--- src/rtl/puf_pkg.sv ---
// Shared types and sizing helpers for the arbiter PUF evaluation controller.
package puf_pkg;

  typedef enum logic [2:0] {
    ST_IDLE  = 3'd0,
    ST_ARM   = 3'd1,
    ST_FIRE  = 3'd2,
    ST_RELAX = 3'd3,
    ST_DONE  = 3'd4
  } puf_state_t;

  localparam int DEF_LENGTH       = 3;
  localparam int DEF_SETUP_CYCLES = 2;
  localparam int DEF_PULSE_CYCLES = 4;
  localparam int DEF_RELAX_CYCLES = 4;
  localparam int DEF_NUM_EVAL     = 5;

  function automatic int ones_width(input int num_eval);
    return (num_eval < 1) ? 1 : $clog2(num_eval + 1);
  endfunction

  // Phase counter must reach the longest of the three timed phases.
  function automatic int phase_width(input int setup, input int pulse, input int relax);
    int m;
    m = setup;
    if (pulse > m) m = pulse;
    if (relax > m) m = relax;
    return $clog2(m + 1);
  endfunction

endpackage

--- src/rtl/sync_2ff.sv ---
// Generic two-flop synchronizer for signals crossing into the local clock domain.
module sync_2ff #(
  parameter int WIDTH = 1
) (
  input  logic             clk,
  input  logic             rst_n,
  input  logic [WIDTH-1:0] d,
  output logic [WIDTH-1:0] q
);

  logic [WIDTH-1:0] meta_r;
  logic [WIDTH-1:0] sync_r;

  // Metastability settling chain.
  always_ff @(posedge clk or negedge rst_n) begin
    if (!rst_n) begin
      meta_r <= {WIDTH{1'b0}};
      sync_r <= {WIDTH{1'b0}};
    end else begin
      meta_r <= d;
      sync_r <= meta_r;
    end
  end

  assign q = sync_r;

endmodule

--- src/rtl/arbiter_puf_ctrl.sv ---
// Drives one arbiter PUF through repeated evaluations of a challenge and
// returns the majority-voted response with the count of ones.
module arbiter_puf_ctrl
  import puf_pkg::*;
#(
  parameter int C_LENGTH       = DEF_LENGTH,
  parameter int C_SETUP_CYCLES = DEF_SETUP_CYCLES,
  parameter int C_PULSE_CYCLES = DEF_PULSE_CYCLES,
  parameter int C_RELAX_CYCLES = DEF_RELAX_CYCLES,
  parameter int C_NUM_EVAL     = DEF_NUM_EVAL
) (
  input  logic                                iclk,
  input  logic                                irst_n,
  input  logic                                ichallenge_valid,
  input  logic [C_LENGTH-1:0]                 ichallenge,
  output logic                                ochallenge_ready,
  output logic                                opuf_pulse,
  output logic [C_LENGTH-1:0]                 opuf_challenge,
  input  logic                                ipuf_response,
  output logic                                oresponse_valid,
  output logic                                oresponse,
  output logic [ones_width(C_NUM_EVAL)-1:0]   oones_count,
  input  logic                                iresponse_ready
);

  localparam int ONES_W = ones_width(C_NUM_EVAL);
  localparam int PH_W   = phase_width(C_SETUP_CYCLES, C_PULSE_CYCLES, C_RELAX_CYCLES);

  puf_state_t        state_r;
  logic [PH_W-1:0]   phase_r;
  logic [ONES_W-1:0] eval_r;
  logic [ONES_W-1:0] ones_r;
  logic              resp_sync_s;

  sync_2ff #(.WIDTH(1)) u_resp_sync (
    .clk   (iclk),
    .rst_n (irst_n),
    .d     (ipuf_response),
    .q     (resp_sync_s)
  );

  // Evaluation sequencer; every output comes straight from a flop so the
  // pulse edge seen by the PUF is glitch-free.
  always_ff @(posedge iclk or negedge irst_n) begin
    if (!irst_n) begin
      state_r          <= ST_IDLE;
      phase_r          <= PH_W'(0);
      eval_r           <= ONES_W'(0);
      ones_r           <= ONES_W'(0);
      opuf_pulse       <= 1'b0;
      opuf_challenge   <= {C_LENGTH{1'b0}};
      ochallenge_ready <= 1'b1;
      oresponse_valid  <= 1'b0;
      oresponse        <= 1'b0;
      oones_count      <= ONES_W'(0);
    end else begin
      case (state_r)
        ST_IDLE: begin
          if (ichallenge_valid && ochallenge_ready) begin
            opuf_challenge   <= ichallenge;
            ochallenge_ready <= 1'b0;
            phase_r          <= PH_W'(0);
            eval_r           <= ONES_W'(0);
            ones_r           <= ONES_W'(0);
            state_r          <= ST_ARM;
          end else begin
            ochallenge_ready <= 1'b1;
          end
        end
        ST_ARM: begin
          if (phase_r == PH_W'(C_SETUP_CYCLES - 1)) begin
            phase_r    <= PH_W'(0);
            opuf_pulse <= 1'b1;
            state_r    <= ST_FIRE;
          end else begin
            phase_r <= phase_r + PH_W'(1);
          end
        end
        ST_FIRE: begin
          // Last high cycle: the synchronized response has had time to settle.
          if (phase_r == PH_W'(C_PULSE_CYCLES - 1)) begin
            phase_r    <= PH_W'(0);
            opuf_pulse <= 1'b0;
            ones_r     <= ones_r + ONES_W'(resp_sync_s);
            state_r    <= ST_RELAX;
          end else begin
            phase_r <= phase_r + PH_W'(1);
          end
        end
        ST_RELAX: begin
          if (phase_r == PH_W'(C_RELAX_CYCLES - 1)) begin
            phase_r <= PH_W'(0);
            eval_r  <= eval_r + ONES_W'(1);
            if (eval_r == ONES_W'(C_NUM_EVAL - 1)) begin
              oresponse_valid <= 1'b1;
              oresponse       <= (ones_r > ONES_W'(C_NUM_EVAL / 2));
              oones_count     <= ones_r;
              state_r         <= ST_DONE;
            end else begin
              opuf_pulse <= 1'b1;
              state_r    <= ST_FIRE;
            end
          end else begin
            phase_r <= phase_r + PH_W'(1);
          end
        end
        ST_DONE: begin
          if (iresponse_ready) begin
            oresponse_valid  <= 1'b0;
            ochallenge_ready <= 1'b1;
            state_r          <= ST_IDLE;
          end else begin
            oresponse_valid <= 1'b1;
          end
        end
        default: begin
          state_r          <= ST_IDLE;
          phase_r          <= PH_W'(0);
          opuf_pulse       <= 1'b0;
          ochallenge_ready <= 1'b1;
          oresponse_valid  <= 1'b0;
        end
      endcase
    end
  end

endmodule

--- config.mk ---
export PLATFORM = sky130hd
export DESIGN_NAME = arbiter_puf_ctrl
export DESIGN_NICKNAME = d
export VERILOG_FILES = /design/src/rtl/puf_pkg.sv /design/src/rtl/sync_2ff.sv /design/src/rtl/arbiter_puf_ctrl.sv
export SDC_FILE = /design/constraint.sdc
export NUM_CORES = 1
export LEC_CHECK = 0
export ABC_AREA = 1
export CAP_MARGIN = 40
export CORE_ASPECT_RATIO = 1.75
export CORE_MARGIN = 2
export CORE_UTILIZATION = 50
export DETAILED_ROUTE_END_ITERATION = 10
export MAX_ROUTING_LAYER = met4
export PLACE_DENSITY = 0.78
export SLEW_MARGIN = 20
export SYNTH_ARGS = -nofsm -noshare
export SYNTH_HDL_FRONTEND = slang
export SYNTH_SLANG_ARGS = --single-unit
export TNS_END_PERCENT = 50
--- constraint.sdc ---
create_clock -name iclk -period 1.8 [get_ports iclk]
set_input_delay 0.18 -clock iclk [delete_from_list [all_inputs] [get_ports iclk]]
set_output_delay 0.18 -clock iclk [all_outputs]
set_load 0.1 [all_outputs]
=== After elaboration in Yosys (flattened, before gate mapping) ===
Index checks and enable logic that the tools add are counted.
W data, S select, Z words.

* Input bits: 8
* Output and inout port bits: 10
* Bits in registers: 24
* Word-level logic and storage cells: 78

* Reduce and logical (&&, ||, !) cells: 17
* Eq/ne operators: 14
* Bitwise gates (word level): 4
* Add/subtract/negate cells: 3
* Mux-type cells: 27
* Order comparisons: 1

{| class="wikitable"
|+ Operator list
! kind !! number
|-
| $mux W3 || 11
|-
| $pmux W3 S5 || 1
|-
| $ne A2 B2 Y1 const B || 7
|-
| $pmux W3 S2 || 2
|-
| $pmux W3 S4 || 1
|-
| $reduce_and A3 Y1 || 4
|-
| $reduce_and A5 Y1 || 2
|-
| $eq A3 B2 Y1 const B || 3
|-
| $mux W1 || 9
|-
| $add A3 B1 Y3 const B || 2
|-
| $eq A3 B1 Y1 const B || 2
|-
| $eq A3 B3 Y1 const B || 2
|-
| $pmux W1 S3 || 2
|-
| $reduce_and A2 Y1 || 3
|-
| $reduce_or A3 Y1 || 2
|-
| $not A1 Y1 || 4
|-
| $pmux W1 S4 || 1
|-
| $reduce_bool A2 Y1 || 2
|-
| $reduce_or A2 Y1 || 2
|-
| $add A3 B1 Y3 || 1
|-
| $gt A3 B2 Y1 const B || 1
|-
| $logic_not A3 Y1 || 1
|-
| $logic_and A1 B1 Y1 || 1
|}

=== Logic depth before layout (Yosys ltp) ===
Gate-level depths: netlist of run 1.

* Depth after elaboration: 4
* Gate-level depth with buffers: 9
* Mapped depth without buffers: 9

=== Cells and area by module ===
A second synthesis of run 1 with hierarchy kept.

* Cells, all modules: 136
* Area, all modules: 1,222.4 um^2

{| class="wikitable"
|+ Modules (own cells, without submodules)
! module !! instances !! cells each !! sequential area each (um^2) !! area each (um^2)
|-
| arbiter_puf_ctrl || 1 || 134 || 551.8 || 1,172.4
|-
| sync_2ff || 1 || 2 || 50.0 || 50.0
|}

=== Least setup slack after synthesis of run 1 ===
No wires, ideal clock.

* Path type: register -> register
* From: register ochallenge_ready
* To: register ones_r[2]
* Library setup time: 0.127 ns
* Slack: 0.245 ns
* Period minus slack after synthesis: 1.555 ns
* Arrival time: 1.428 ns
* Cell stages (with the launch flop): 6
* Required time: 1.673 ns
* Cell sequence: dfstp_2 nand2_1 nand3_1 nand3_1 nand2_1 o21ai_0

* Word-level cells in the longest chain between the ends: 3

{| class="wikitable"
|+ RTL lines
! what !! line !! RTL
|-
| start, declared || arbiter_puf_ctrl.sv:16 || <nowiki>output logic ochallenge_ready,</nowiki>
|-
| start signal, assigned || arbiter_puf_ctrl.sv:52 || <nowiki>ochallenge_ready <= 1'b1;</nowiki>
|-
| start signal, assigned || arbiter_puf_ctrl.sv:61 || <nowiki>ochallenge_ready <= 1'b0;</nowiki>
|-
| start signal, assigned || arbiter_puf_ctrl.sv:67 || <nowiki>ochallenge_ready <= 1'b1;</nowiki>
|-
| $logic_and A1 B1 Y1 || arbiter_puf_ctrl.sv:59 || <nowiki>if (ichallenge_valid && ochallenge_ready) begin</nowiki>
|-
| $ne A2 B2 Y1 (no source line) || n/a ||
|-
| $reduce_and A3 Y1 (no source line) || n/a ||
|-
| end signal, assigned || arbiter_puf_ctrl.sv:84 || <nowiki>ones_r <= ones_r + ONES_W'(resp_sync_s);</nowiki>
|-
| end, declared || arbiter_puf_ctrl.sv:32 || <nowiki>logic [ONES_W-1:0] ones_r;</nowiki>
|}

Every way passes these cells.
A chain may end at the register's enable or synchronous reset.

=== Final worst setup path of run 1 ===
* From: register phase_r[0]
* To: register ones_r[0]

* Word-level cells in the longest chain between the ends: 3

{| class="wikitable"
|+ RTL lines
! what !! line !! RTL
|-
| start, declared || arbiter_puf_ctrl.sv:30 || <nowiki>logic [PH_W-1:0] phase_r;</nowiki>
|-
| start signal, assigned || arbiter_puf_ctrl.sv:76 || <nowiki>phase_r <= phase_r + PH_W'(1);</nowiki>
|-
| start signal, assigned || arbiter_puf_ctrl.sv:87 || <nowiki>phase_r <= phase_r + PH_W'(1);</nowiki>
|-
| start signal, assigned || arbiter_puf_ctrl.sv:104 || <nowiki>phase_r <= phase_r + PH_W'(1);</nowiki>
|-
| $eq A3 B2 Y1 || arbiter_puf_ctrl.sv:81 || <nowiki>if (phase_r == PH_W'(C_PULSE_CYCLES - 1)) begin</nowiki>
|-
| $ne A2 B2 Y1 (no source line) || n/a ||
|-
| $reduce_and A3 Y1 (no source line) || n/a ||
|}

Every way passes these cells.

==> metrics, run 1 <==
outcome complete, no violations; setup bufs post-CTS 0; sequential share of the synthesized area 49.9%; cells on worst reg2reg path 7; Synth top area share 47.7%; Register Area 602 um2; top_reg_cell synth dfrtp_1; initial antenna violation count 0; Critical R2R Launch phase_r[0]; Synth area leaders dfrtp_1 48%, nand2_1 15%, ha_1 8.3%; Slew Limit Fails 0; Placeable Area between 2000 and 2500 um2; number of port buffers 17; Avg Cell Area, Syn 8.49 um2; total grt overflow 0; period utilization 91.1%; gr usage total 21.7%; Reg clk slew, reported paths 0.08 ns; clock skew between 0.006 and 0.007 ns; highest clock rate 610 MHz; Startpoint Class register; clk root buf clkbuf_8; hold_buf cts 0; die width a little over 40 um; TritonCTS clock tree yes; endpoints failing setup 0; CP Launch Point phase_r[0]; Synth area leader dfrtp_1; H-tree level count 1; final hold viol count 0; # resized after CTS 0; NumNets Final approximately 180; Placer Congestion around 0.83; worst slew pin tran 0.304 ns; static leakage 0.789 nW; WL per Instance around 13 um; layout cells sized above 1 13.3%; maxcap violations 0; relative slew slack about 80%; first-pass GRT wire length between 4000 and 5000 um; Synth cell types 19; std cell rows 23; #FFs+latches synth 24; cts bufs inserted 3; drt drc 0; Post-Synthesis Cells 142; Worst EP arrival 1.82 ns; Critical Path RT 1.98 ns; most frequent cell after synthesis nand2_1; DRT Wirelength 2410 um; PD cells 1640 nW/um2; Detail Route Antenna Nets 0; FFs w/ async S/R, synth 100%; FF-to-FF End ones_r[0]; reg2reg setup slack 0.16 ns; synth warn 0; synth cell count leaders 47 x nand2_1, 23 x dfrtp_1, 20 x inv_1, 11 x nand3_1, 8 x ha_1; Max Fanout on Critical Path 4; ANT cells 0; Post-Syn Nets 158; initial drt markers 28; Setup crit end ones_r[0]; vias post-DR 961; number of flops mapped to enable cells by yosys 0; clk sinks 24; vias in the first global route ~1,000; # fillers ~210; maximum vdd ir drop 1340 uV; RSZ-0062 raised after global routing false; overall power 2.38 mW; WHS ~0.25 ns; area of the multi-input gates 522 um2; starting density of the core 52.4%; Mapped Area 1210 um2; largest net degree at the start of global routing 25; Synth-to-Final Area Change 20.6%; crit end category register; Skew-Pair Late Insertion Delay ~0.27 ns; DIE HEIGHT a little under 70 um; die area around 2800 um2; Final min period 1.64 ns; I/O pins 18; Setup CP Type register to register; routed vias/inst roughly 5.1; router iterations before antenna repair 4; clk buf depth 2; detailed placement HPWL 1850 um; worst hold path class input port to async pin; Sum Neg Setup Slack 0 ns
area by class of cell:
type | instances | share of cell area (%)
Clock buffer | 4 | 3.10
Multi-Input combinational cell | 96 | 35.9
Timing Repair Buffer | 19 | 11.9
Sequential cell | 24 | 41.4
Inverter | 22 | 5.67
Tap cell | 25 | 2.15
per-stage QoR:
step / instances / instance area [um2] / utilization, % / setup WS (ns)
floorplan: 142 / 1210 / - / 0.245
global placement: 186 / 1410 / 61.3 / 0.284
detailed placement: 186 / 1410 / 61.3 / 0.217
CTS: 190 / 1460 / 63.2 / 0.159
global route: 190 / 1460 / 63.2 / 0.00868
finish: 190 / 1460 / 63.2 / 0.160
worst min path at each step:
stage | end | slack (ns) | depth (start not counted)
2_1_floorplan | eval_r[0] | -0.12 | 0
3_3_place_gp | u_resp_sync.q | 0.34 | 0
3_5_place_dp | u_resp_sync.q | 0.35 | 0
4_1_cts | eval_r[0] | 0.26 | 2
5_1_grt | eval_r[0] | 0.29 | 2
6_report | eval_r[0] | 0.25 | 2
logic make-up (layout without fill, tap and decap cells):
logic type / count (synthesis) / in the layout / share of synthesized area, %
simple gates: 70 / 70 / 26.0
flops: 24 / 24 / 49.9
buf+inv: 22 / 45 / 6.85
compound gates: 16 / 16 / 7.47
fa+ha+maj: 8 / 8 / 8.30
xor+xnor: 2 / 2 / 1.45
worst max-delay path: stages (launching register included):
cell and delay (ns):
dfrtp_1 0.42, ha_1 0.23, ha_1 0.25, nor2_1 0.18
nand2_1 0.12, nand3_1 0.17, nand2_1 0.08, o21ai_0 0.10
layout by cell type (no fill, tap or decap), types with 2 or more instances in the layout:
master | Yosys | final
nor2_1 | 7 | 7
dfrtp_1 | 23 | 23
inv_2 | 2 | 2
o21ai_1 | 3 | 3
a21oi_1 | 2 | 2
o21ai_0 | 7 | 7
inv_1 | 20 | 20
ha_1 | 8 | 8
nand3_1 | 11 | 11
xnor2_1 | 2 | 2
clkbuf_8 | 0 | 3
o211ai_1 | 2 | 2
clkdlybuf4s50_1 | 0 | 7
nand2_1 | 47 | 47
o21bai_1 | 2 | 2
buf_4 | 0 | 11
per-layer routing:
metal	up-vias	track usage, %	share of wire, %
met2	14	40.0	58
li1	491	-	-
met5	-	-	0
met4	0	9.68	2.3
met3	5	2.88	2.2
met1	451	20.5	37
flip-flops by register name, indices dropped and copies added (netlist names), 3 cells and up:
signal / flops
phase_r: 3
oones_count: 3
state_r: 3
eval_r: 3
opuf_challenge: 3
ones_r: 3
where the power goes:
group	switching, mW	internal, mW
combinational	0.903	0.356
sequential	0.117	0.679
clock	0.170	0.159
Power figures use the tool's default switching activity.
==> run 2: changes to the inputs <==
- SKIP_LAST_GASP: unset -> 1
==> results of run 2 <==
Same layout as run 1: the final DEF is identical, and so are final timing and power.
==> run 3: changes to the inputs <==
- CORE_ASPECT_RATIO: 1.75 -> 0.9
==> run 3 against run 2 <==
  * Sequential power fell by 0.9%
  * Combinational power barely moved
  * Cell area is 1.6% lower
  * Register-to-register slack better by 0.05 ns
  * Power shrank 5.0%
  * Core utilization rose by 1.2 points
  * Clock skew is 0.0031 ns higher
  * Hold slack lost 0.049 ns
  * Critical path depth unchanged
  * Sequential share of layout area up 0.69 points
  * Flip-flop and latch count is the same
  * Die area shrank 0.52%
  * Critical endpoint is now eval_r[2]
  * Largest cell class unchanged
==> metrics, run 3 (synthesis results as in run 1) <==
outcome complete, no violations; Detail Route Antenna Nets 0; setup bufs post-CTS 0; Crit path max-delay family simple AND/OR/NAND/NOR gates; vias in the first global route 973; starting density of the core between 50% and 60%; final hold viol count 0; Slew Limit Fails 0; die area 2820 um2; std cell rows 16; die width 55.8 um; number of port buffers 17; NumNets Final 181; RSZ-0062 raised after global routing false; Startpoint Class register; most common cell after layout, fill and taps aside nand2_1; clk buf depth 2; routed vias/inst 5.26; Sum Neg Setup Slack 0 ns; Critical Path RT 2.05 ns; H-tree level count 1; maximum vdd ir drop between 1000 and 1500 uV; initial antenna violation count 0; clk sinks 24; Worst EP arrival 1.84 ns; hold_buf cts 0; cts bufs inserted 3; WP buf/inv 0; detailed placement HPWL around 1800 um; I/O pins 18; vias post-DR 1,004; Placeable Area roughly 2200 um2; endpoints failing setup 0; Max Fanout on Critical Path 4; Placer Congestion between 0.8 and 0.9; # resized after CTS 0; static leakage 0.776 nW; clk root buf clkbuf_4; Final min period 1.59 ns; DP Area approximately 1400 um2; relative slew slack 74.7%; Layout Utilization about 64%; worst hold path class input port to async pin; clock skew about 0.0094 ns; max incr delay on CP 0.43 ns; initial drt markers 33; layout cells sized above 1 12.8%; Max stage delay cell, worst path dfrtp_1; DIE HEIGHT 50.6 um; DRT Wirelength around 2200 um; PD cells between 1500 and 2000 nW/um2; period utilization 88.6%; maxcap violations 0; fin area 1430 um2; Skew-Pair Late Insertion Delay 0.31 ns; Synth-to-Final Area Change 18.7%; TritonCTS clock tree yes; gr usage total 19.3%; crit end category register; Setup CP Type register to register; router iterations before antenna repair 4; worst slew pin tran 0.378 ns; highest clock rate 627 MHz; total grt overflow 0; drt drc 0; first-pass GRT wire length just over 4000 um; Reg clk slew, reported paths 0.13 ns; WL per Instance around 12 um; largest net degree at the start of global routing 25; commonest cells after routing, fill and taps aside 47 x nand2_1, 23 x dfrtp_1, 20 x inv_1, 11 x nand3_1, 10 x buf_4; critical path cell sequence ha_1, ha_1, nor2_1, nand2_1, nand3_1, nand2_1, o21ai_0; ANT cells 0
[run 3: cell count changes in the layout (fill, tap and decap cells not counted)]
cell	delta
clkbuf_4	+3
clkbuf_8	-3
buf_4	-1
[run 3: worst paths after layout]
path                                     from  slack, ns                 end  cells past startpoint
setup / recovery                   phase_r[0]       0.21           eval_r[2]                      7
hold / removal                         irst_n       0.20           eval_r[1]                      2
setup reg to reg                   phase_r[0]       0.21           eval_r[2]                      7
hold reg to reg            u_resp_sync.meta_r       0.37       u_resp_sync.q                      0
max in group asynchronous              irst_n       1.30    ochallenge_ready                      2
min in group iclk               ipuf_response       0.31  u_resp_sync.meta_r                      1
[run 3: report_power, final]
group / internal [mW] / switching, mW
combinational: 0.341 / 0.895
clock: 0.0866 / 0.155
sequential: 0.678 / 0.111
[run 3: final cells by class]
class                   count  area (um2)
clock buffers               4        26.3
fillers                   203         791
inverters                  22        82.6
multi-input cells          96         522
flip-flops and latches     24         602
well taps                  27        33.8
repair buffers             18         165
[run 3: through the flow]
stage | setup slack, ns | instances | total power, mW | hold slack [ns]
after global routing | 0.0474 | 191 | 2.46 | 0.216
after CTS | 0.189 | 191 | 2.30 | 0.207
after floorplan | 0.245 | 142 | 1.73 | -0.116
after detailed placement | 0.227 | 187 | 2.05 | 0.347
after global placement | 0.294 | 187 | 1.99 | 0.333
final | 0.206 | 191 | 2.27 | 0.200
[run 3: metal layers]
layer	wire (um)	track usage (%)	part of all wire, %	vias to the layer above
li1	-	-	-	497
met1	990	21.6	44	472
met2	1120	34.1	50	33
met3	126	5.41	5.6	2
met4	10	4.88	0.45	0
met5	0	-	0	-
[run 3: worst register-to-register path: cells and delay by family (launching register included)]
family	cells	cell delay, ns
compound gates	1	0.07
fa+ha+maj	2	0.47
simple gates	4	0.56
flops	1	0.43
